**src/rtl/cpu_clk_ctrl.sv**
```systemverilog
// CPU clock controller: selects a fast or slow divider tap, or produces one
// fixed-width pulse per debounced button press. Mode switches only happen
// while the CPU clock is low, so no runt pulses reach the CPU. Also emits a
// one-cycle clock enable per CPU rising edge and a free-running edge count.
module cpu_clk_ctrl #(
  parameter int DB_TICK_BIT = 17,
  parameter int DB_CNT      = 4,
  parameter int FAST_BIT    = 2,
  parameter int SLOW_BIT    = 24,
  parameter int STEP_HIGH   = 4
) (
  input  logic        clk,
  input  logic        rst,
  input  logic [31:0] clkdiv,
  input  logic        SW2,
  input  logic        SW_step,
  input  logic        BTN_step,
  output logic        Clk_CPU,
  output logic        cpu_ce,
  output logic        btn_db,
  output logic [15:0] step_cnt
);

  localparam int DB_W = $clog2(DB_CNT) + 1;
  localparam int HI_W = $clog2(STEP_HIGH) + 1;
  localparam logic [DB_W-1:0] DB_MAX  = DB_W'(DB_CNT);
  localparam logic [HI_W-1:0] HI_LOAD = HI_W'(STEP_HIGH - 1);

  typedef enum logic [1:0] {M_FAST, M_SLOW, M_STEP} mode_e;
  typedef enum logic [1:0] {S_IDLE, S_HIGH, S_WAIT} state_e;

  logic            btn_s1_q, btn_s1_d, btn_s2_q, btn_s2_d;
  logic            tick_prev_q, tick_prev_d;
  logic [DB_W-1:0] db_cnt_q, db_cnt_d, db_inc;
  logic            btn_db_q, btn_db_d, btn_db_dly_q, btn_db_dly_d;
  logic            tick, btn_rise;

  mode_e           mode_q, mode_d, req_mode;
  logic            mode_chg;
  state_e          state_q, state_d;
  logic [HI_W-1:0] hi_cnt_q, hi_cnt_d;
  logic            clk_cpu_q, clk_cpu_d;
  logic            cpu_ce_q, cpu_ce_d;
  logic [15:0]     step_cnt_q, step_cnt_d;

  // Only a few divider taps are used; fold the rest into a named sink.
  logic unused_clkdiv;
  assign unused_clkdiv = ^clkdiv;

  assign tick     = clkdiv[DB_TICK_BIT] & ~tick_prev_q;
  assign db_inc   = db_cnt_q + 1'b1;
  assign btn_rise = btn_db_q & ~btn_db_dly_q;

  // Button synchroniser, debounce-tick edge detect and debounce counter.
  always_comb begin
    btn_s1_d     = BTN_step;
    btn_s2_d     = btn_s1_q;
    tick_prev_d  = clkdiv[DB_TICK_BIT];
    btn_db_dly_d = btn_db_q;
    db_cnt_d     = db_cnt_q;
    btn_db_d     = btn_db_q;
    if (tick) begin
      if (btn_s2_q == btn_db_q) begin
        db_cnt_d = '0;
      end else if (db_inc == DB_MAX) begin
        btn_db_d = ~btn_db_q;
        db_cnt_d = '0;
      end else begin
        db_cnt_d = db_inc;
      end
    end
  end

  // Mode arbitration, step FSM and CPU clock / enable / edge-count next state.
  always_comb begin
    req_mode  = SW_step ? M_STEP : (SW2 ? M_SLOW : M_FAST);
    mode_chg  = !clk_cpu_q && (req_mode != mode_q);
    mode_d    = mode_chg ? req_mode : mode_q;
    state_d   = state_q;
    hi_cnt_d  = hi_cnt_q;
    clk_cpu_d = 1'b0;
    case (mode_q)
      M_FAST: begin
        clk_cpu_d = clkdiv[FAST_BIT];
        state_d   = S_IDLE;
      end
      M_SLOW: begin
        clk_cpu_d = clkdiv[SLOW_BIT];
        state_d   = S_IDLE;
      end
      default: begin
        case (state_q)
          S_IDLE: begin
            // A pulse is not started in the cycle we are leaving step mode,
            // otherwise the next mode would truncate it.
            if (btn_rise && !mode_chg) begin
              state_d   = S_HIGH;
              hi_cnt_d  = HI_LOAD;
              clk_cpu_d = 1'b1;
            end
          end
          S_HIGH: begin
            if (hi_cnt_q == '0) begin
              state_d = S_WAIT;
            end else begin
              hi_cnt_d  = hi_cnt_q - 1'b1;
              clk_cpu_d = 1'b1;
            end
          end
          S_WAIT: begin
            if (!btn_db_q || mode_chg) state_d = S_IDLE;
          end
          default: state_d = S_IDLE;
        endcase
      end
    endcase
    cpu_ce_d   = clk_cpu_d & ~clk_cpu_q;
    step_cnt_d = step_cnt_q + 16'(cpu_ce_d);
  end

  // Debounce path registers.
  always_ff @(posedge clk or negedge rst) begin
    if (!rst) begin
      btn_s1_q     <= 1'b0;
      btn_s2_q     <= 1'b0;
      tick_prev_q  <= 1'b0;
      db_cnt_q     <= '0;
      btn_db_q     <= 1'b0;
      btn_db_dly_q <= 1'b0;
    end else begin
      btn_s1_q     <= btn_s1_d;
      btn_s2_q     <= btn_s2_d;
      tick_prev_q  <= tick_prev_d;
      db_cnt_q     <= db_cnt_d;
      btn_db_q     <= btn_db_d;
      btn_db_dly_q <= btn_db_dly_d;
    end
  end

  // Mode, step FSM and CPU clock output registers.
  always_ff @(posedge clk or negedge rst) begin
    if (!rst) begin
      mode_q     <= M_FAST;
      state_q    <= S_IDLE;
      hi_cnt_q   <= '0;
      clk_cpu_q  <= 1'b0;
      cpu_ce_q   <= 1'b0;
      step_cnt_q <= '0;
    end else begin
      mode_q     <= mode_d;
      state_q    <= state_d;
      hi_cnt_q   <= hi_cnt_d;
      clk_cpu_q  <= clk_cpu_d;
      cpu_ce_q   <= cpu_ce_d;
      step_cnt_q <= step_cnt_d;
    end
  end

  assign Clk_CPU  = clk_cpu_q;
  assign cpu_ce   = cpu_ce_q;
  assign btn_db   = btn_db_q;
  assign step_cnt = step_cnt_q;

endmodule

```
**config.mk**
```make
export PLATFORM = sky130hd
export DESIGN_NAME = cpu_clk_ctrl
export DESIGN_NICKNAME = d
export VERILOG_FILES = /design/src/rtl/cpu_clk_ctrl.sv
export SDC_FILE = /design/constraint.sdc
export NUM_CORES = 1
export LEC_CHECK = 0
export ABC_AREA = 1
export ABC_CLOCK_PERIOD_IN_PS = 4900
export BUFFER_PORTS_ARGS = -buffer_cell sky130_fd_sc_hd__buf_4
export CAP_MARGIN = 20
export CORE_ASPECT_RATIO = 0.6
export CORE_MARGIN = 1.5
export CORE_UTILIZATION = 55
export CTS_BUF_LIST = sky130_fd_sc_hd__clkbuf_8
export CTS_CLUSTER_SIZE = 14
export DETAILED_ROUTE_END_ITERATION = 12
export GPL_TIMING_DRIVEN = 0
export PLACE_DENSITY = 0.95
export SYNTH_ARGS = -nofsm -noshare
export SYNTH_HDL_FRONTEND = slang
export SYNTH_SLANG_ARGS = --single-unit
```
**constraint.sdc**
```tcl
create_clock -name clk -period 4.9 [get_ports clk]
set_clock_uncertainty 0.1 [all_clocks]
set_input_delay 0.735 -clock clk [delete_from_list [all_inputs] [get_ports clk]]
set_output_delay 0.735 -clock clk [all_outputs]
set_load 0.05 [all_outputs]
```
==> metrics.yaml, run 1 <==
placeableCoreArea_mm2: 0.00259
die_h_um: 44.3
switching_share_pct: 42.8
worst_slew_pin_slew_ps: 404
final_common_cell: "nand2_1"
netlist.area_leader.share_pct: 52.9
cts-buffers-inserted: 5
ctsHoldBuffers: 0
drt_wl_total_mm: 2.92
clock-sinks: 33
powerDensity_mw_per_mm2: 508
max-clock-path-buffers: 2
fin_crit_sh_pct: 55.0
slew_headroom_pct: 73.0
area_delta_synth_final_pct: 20.4
leakage_nw: 0.994
holdWs_ps: 255
cp-start-kind: "input pin"
io_pins: 56
vdd_ir_drop_max_mv: 0.264
intPower_mw: 0.545
setup_ws_ps: 2200
synth_seq_cells: 33
cts_setup_buffers: 0
r2r_setup_slack_ps: 2350
cts_tree: "done"
grt_pass1_vias: 1083
cts_root_buf: "clkbuf_8"
layout.cells.non_filler: 233
numPortBuffers: 26
post_route_cells_drive_above_1_share_pct: 21.4
clockPowerShare_pct: 20.0
drt_first_pass_iters: 8
ys_seq_area_share_pct: 52.9
drv_cap: 0
nNetsFinal: 243
p_sw_mw: 0.409
grt-ovfl-total: 0
stdcell_area_mm2: 0.00188
min_period_ps: 2700
antenna_found_initial: 0
grt_usage_pct: 21.3
clk_latency_ps: 280
critical_path_class: "input pin to register"
drcViolationCount: 3
drtIter0Drc: 78
cp.required_ps: 4970
violations: "design-rule violations"
die_w_um: 71.8
fmax_ghz: 0.371
placed_cell_area_mm2: 0.00180
cts_resized: 0
endpoint_kind: "register"
synth_area_mm2: 0.00156
core.rowCount: 14
dp_hpwl_mm: 2.20
seqPwrFrac_pct: 41.3
cp_max_fo: 5
synthCells: 167
final_cell_mix: "nand2_1, dfrtp_1, buf_4"
hold_violations: 0
synth_fp_nets: 210
setup_tns_ps: 0
ys_warn_count: 0
gp_congestion: 0.819
vias_per_cell: 5.03
rsz0062_at_grt: "false"
synth.area.top_cells: "dfrtp_1, nand2_1, inv_1"
min_path_type: "register to register"
cp.arrival_ps: 2760
grt_max_degree: 34
h-tree-depth: 2
placedCellCount: 225
yosys.area.top_type: "dfrtp_1"
syn_area_per_cell_um2: 9.35
vias: 1173
ant_nets: 0
setup_viol: 0
dieArea_mm2: 0.00318
dp_slack_ps: 1910
post_drt_wl_per_cell_um: 12.5
final-max-slew-violation-count: 0
status: "complete, but fails checks"
synth_cell_type_count: 24
combPwrFrac_pct: 38.7
clkTransAtPathRegs_ps: 60
fill_cells: 178
initial_core_util_pct: 60.2
antenna_cells: 0
grt_pass1_wl_mm: 4.91
==> logic make-up (layout without fill, tap and decap cells) <==
group	after synthesis	count (layout)	share of synthesized area, %
AO/OA/AOI/OAI	8	8	3.61
XOR/XNOR	15	15	8.41
adder cells (fa/ha/maj)	6	6	4.81
buffers and inverters	25	59	6.01
flip-flops	33	33	52.9
AND/OR/NAND/NOR	80	80	24.3
==> path summary, 6_finish.rpt <==
kind                                 from           end  depth (start not counted)
worst max-delay path              SW_step  step_cnt[14]                         19
max in group asynchronous             rst       Clk_CPU                          1
worst min register to register   btn_s1_q      btn_s2_q                          0
worst max register to register  mode_q[1]  step_cnt[14]                         18
worst min-delay path             btn_s1_q      btn_s2_q                          0
min in group asynchronous             rst  btn_db_dly_q                          1
==> power by group through the flow <==
stage               registers (mW)  logic, mW  clock network [mW]
floorplan                    0.512      0.145                   0
global placement             0.395      0.357                   0
detailed placement           0.399      0.371                   0
CTS                          0.395      0.371               0.196
global route                 0.404      0.405               0.210
finish                       0.394      0.369               0.191
==> final cells by class <==
class                           instances  area [um^2]  area share, %
Tap cell                               32         40.0           2.13
Timing Repair Buffer                   26          195           10.4
Sequential cell                        33          826           43.9
Multi-Input combinational cell        109          642           34.2
Clock buffer                            5         68.8           3.66
Inverter                               25         93.8           4.99
Clock inverter                          3         13.8          0.732
==> layer usage <==
| metal | global-route usage [%] | routed length [um] | share of wire (%) | vias up |
|---|---|---|---|---|
| li1 | - | - | - | 592 |
| met1 | 29.9 | 1380 | 47 | 537 |
| met2 | 31.1 | 1350 | 46 | 42 |
| met3 | 8.43 | 178 | 6.1 | 2 |
| met4 | 6.42 | 13 | 0.45 | 0 |
| met5 | 0 | 0 | 0 | - |
==> synthesized netlist by cell type <==
| cell | number |
|---|---|
| nor3_4 | 1 |
| o21ai_0 | 3 |
| nor2_2 | 1 |
| nor2_1 | 11 |
| nor4_1 | 1 |
| inv_1 | 24 |
| nand3b_1 | 1 |
| nor3_2 | 2 |
| ha_1 | 6 |
| o22ai_1 | 1 |
| xor2_1 | 9 |
| nor3_1 | 1 |
| nand2_1 | 43 |
| nand3_2 | 1 |
| a22o_1 | 2 |
| inv_2 | 1 |
| nand3_1 | 10 |
| dfrtp_1 | 33 |
| a211oi_2 | 1 |
| xnor2_1 | 6 |
| a21oi_1 | 1 |
| nand4_1 | 5 |
| nor2_4 | 1 |
| nand2_2 | 2 |
==> metrics by stage <==
stage	total power, mW	utilization [%]
after global placement	0.752	69.3
after detailed placement	0.770	69.3
final	0.954	72.5
after global routing	1.02	72.5
after CTS	0.962	72.5
after floorplan	0.657	-
==> registers in the layout (all words and copies together) (netlist names) <==
name          flops
btn_s2_q          1
btn_s1_q          1
mode_q            2
state_q           2
step_cnt         16
Clk_CPU           1
btn_db_dly_q      1
cpu_ce            1
db_cnt_q          3
tick_prev_q       1
btn_db            1
hi_cnt_q          3
==> critical path, cell delays in order <==
cell	delay [ps]
buf_4	110
inv_1	90
nand2_1	70
nand2_1	60
nand3_1	80
nand2_2	100
nand3_1	80
nand2_1	60
nand2_1	60
nor2_1	140
ha_1	200
ha_1	190
nand3_1	150
nor2_2	140
nand2_2	110
nor2_4	150
nand4_1	100
nand2_1	70
nand2_1	60
Note: power is estimated with default switching activity, not from simulation.
==> run 2: changes to the inputs <==
Settings changed: ABC_AREA 1 to 0, ABC_CLOCK_PERIOD_IN_PS 4900 to 2200, CORE_UTILIZATION 55 to 46, PLACE_DENSITY 0.95 to 0.9.
Clock period 4.9 ns to 2.2 ns, I/O delays scaled along.
==> run 2 against run 1 <==
  * The run ends with negative setup slack left
  * Wire length is 37% higher
  * Clock-buffer cell count stayed put
  * Flip-flop and latch count stayed put
  * Sequential share of layout area is 4.7 points lower
  * Sequential power is 130% higher
  * Combinational power is 150% higher
  * Critical path depth is 9 lower
  * Critical path type is now register to register
==> metrics.yaml, run 2 <==
status: "complete, but fails checks"
violations: "negative setup slack"
hold_violations: 0
cp.required_ps: 2270
grt_max_degree: 34
synth-async-reset-ratio_pct: 100
antenna_found_initial: 0
r2r_start: "hi_cnt_q[0]"
clkTransAtPathRegs_ps: 70
cts-buffers-inserted: 5
syn_area_per_cell_um2: 11.7
slew_headroom_pct: 61.2
fmax_ghz: 0.425
drv_cap: 0
hp-start: "BTN_step"
post_drt_wl_per_cell_um: 18.5
final_core_util_pct: 70.3
clockPowerShare_pct: 19.4
critical_path_class: "register to register"
worst_slew_pin_slew_ps: 579
leakage_nw: 0.984
grt-ovfl-total: 0
stdcell_area_mm2: 0.00211
synth.area.top_cells: "dfrtp_1, xor2_1, ha_1"
dieArea_mm2: 0.00367
synth_flop_cell: "dfrtp_1"
multiInputGateArea_um2: 811
fin_crit_sh_pct: 107
holdWs_ps: 51.3
grt_usage_pct: 21.1
cts_root_buf: "clkbuf_8"
antenna_cells: 0
final-seq-area_um2: 828
synthCells: 130
setup_ws_ps: -153
placed_cell_area_mm2: 0.00180
grt_pass1_wl_mm: 5.64
synth_edf_count: 0
critPathLaunch: "hi_cnt_q[0]"
die_w_um: 77.2
post_route_cells_drive_above_1_share_pct: 39.4
netlist.area_leader.share_pct: 54.3
synth_cell_type_count: 40
max-clock-path-buffers: 2
switching_share_pct: 41.3
placeableCoreArea_mm2: 0.00300
die_h_um: 47.5
h-tree-depth: 2
drt_first_pass_iters: 4
synth.most_common_cell: "dfrtp_1"
synth_commonest_cells: "dfrtp_1, nand2_1, nand3_1, xor2_1, xnor2_1"
vdd_ir_drop_max_mv: 1.03
cp-start-kind: "register"
intPower_mw: 1.31
cts_tree: "done"
min_period_ps: 2350
rsz0062_at_grt: "true"
layout.cells.non_filler: 217
gp_congestion: 0.777
vias_per_cell: 5.45
drtIter0Drc: 103
vias: 1182
ys_seq_area_share_pct: 54.3
fill_cells: 191
dp_hpwl_mm: 2.17
clk_latency_ps: 280
combPwrFrac_pct: 40.5
drt_wl_total_mm: 4.01
final_cell_mix: "buf_4, dfrtp_1, inv_1, nand2_1, xor2_1"
placedCellCount: 198
io_pins: 56
cp_max_fo: 7
cp.arrival_ps: 2420
drcViolationCount: 0
p_sw_mw: 0.925
yosys.area.top_type: "dfrtp_1"
ant_nets: 0
final_common_cell: "buf_4"
seqPwrFrac_pct: 40.1
endpoint_kind: "register"
nNetsFinal: 217
clock-sinks: 33
largest_reg_flops: 16
grt_pass1_vias: 1178
setup_tns_ps: -1160
initial_core_util_pct: 50.6
powerDensity_mw_per_mm2: 1060
ys_warn_count: 0
synth_area_mm2: 0.00152
synth_seq_cells: 33
numPortBuffers: 26
min_path_type: "input pin to register"
synth_fp_nets: 173
setup_viol: 14
final-max-slew-violation-count: 0
core.rowCount: 15
area_delta_synth_final_pct: 38.8
## run 2: power by group through the flow
stage               Sequential [mW]  Clock, mW  Combinational [mW]
floorplan                      1.09          0               0.253
global placement              0.855          0               0.669
detailed placement            0.866          0               0.695
CTS                           0.868      0.427               0.819
global route                  0.907      0.470               0.951
finish                        0.898      0.434               0.908
## run 2: kinds of logic after synthesis
group | count (synthesis) | synth area share [%]
AOI/OAI and AO/OA | 19 | 9.22
DFF | 33 | 54.3
muxes | 2 | 1.48
and+or+nand+nor | 45 | 17.8
buffers and inverters | 8 | 2.47
xor gates and xnor gates | 17 | 9.79
adders and majority gates | 6 | 4.94
## run 2: per-stage QoR
step,total power [mW],worst slack (ps)
floorplan,1.34,17.6
global placement,1.52,-262
detailed placement,1.56,-287
CTS,2.11,-109
global route,2.33,-231
finish,2.24,-153
## run 2: area by class of cell
class | count | share of cell area [%]
Inverter | 6 | 1.07
Buffer | 2 | 0.771
Clock buffer | 5 | 3.26
Tap cell | 42 | 2.49
Clock inverter | 3 | 0.533
Timing Repair Buffer | 37 | 14.2
Multi-Input combinational cell | 89 | 38.4
Sequential cell | 33 | 39.2
## run 2: metal layers
metal / up-vias / wire [um] / global-route usage, %
met5: - / 0 / 0
met4: 0 / 110 / 8.36
met3: 14 / 196 / 6.86
met2: 36 / 2010 / 36.8
met1: 583 / 1700 / 25.6
li1: 549 / - / -
## run 2: worst paths after layout
check	endpoint	slack [ps]	depth (start not counted)
max in group asynchronous	Clk_CPU	1250	2
worst max-delay path	step_cnt[10]	-150	10
worst max register to register	step_cnt[10]	-150	10
worst min register to register	btn_s2_q	250	0
worst min-delay path	btn_s1_q	50	1
min in group asynchronous	mode_q[1]	440	2
## run 2: timing repair
action	4_1_cts	5_1_grt
hold buffers	1	0
endpoints found under the setup margin	12	14
gates resized for setup	13	11
endpoints found under the hold margin	33	0
pin swaps	14	11
buffers inserted	7	3
## run 2: critical path: stages, from the launching register on
cell and delay, ps:
dfrtp_1 390, inv_1 100, ha_1 230, inv_1 130, o21ai_4 110, a311oi_4 390
ha_4 220, ha_4 180, buf_4 120, nand4_1 110, xnor2_1 150
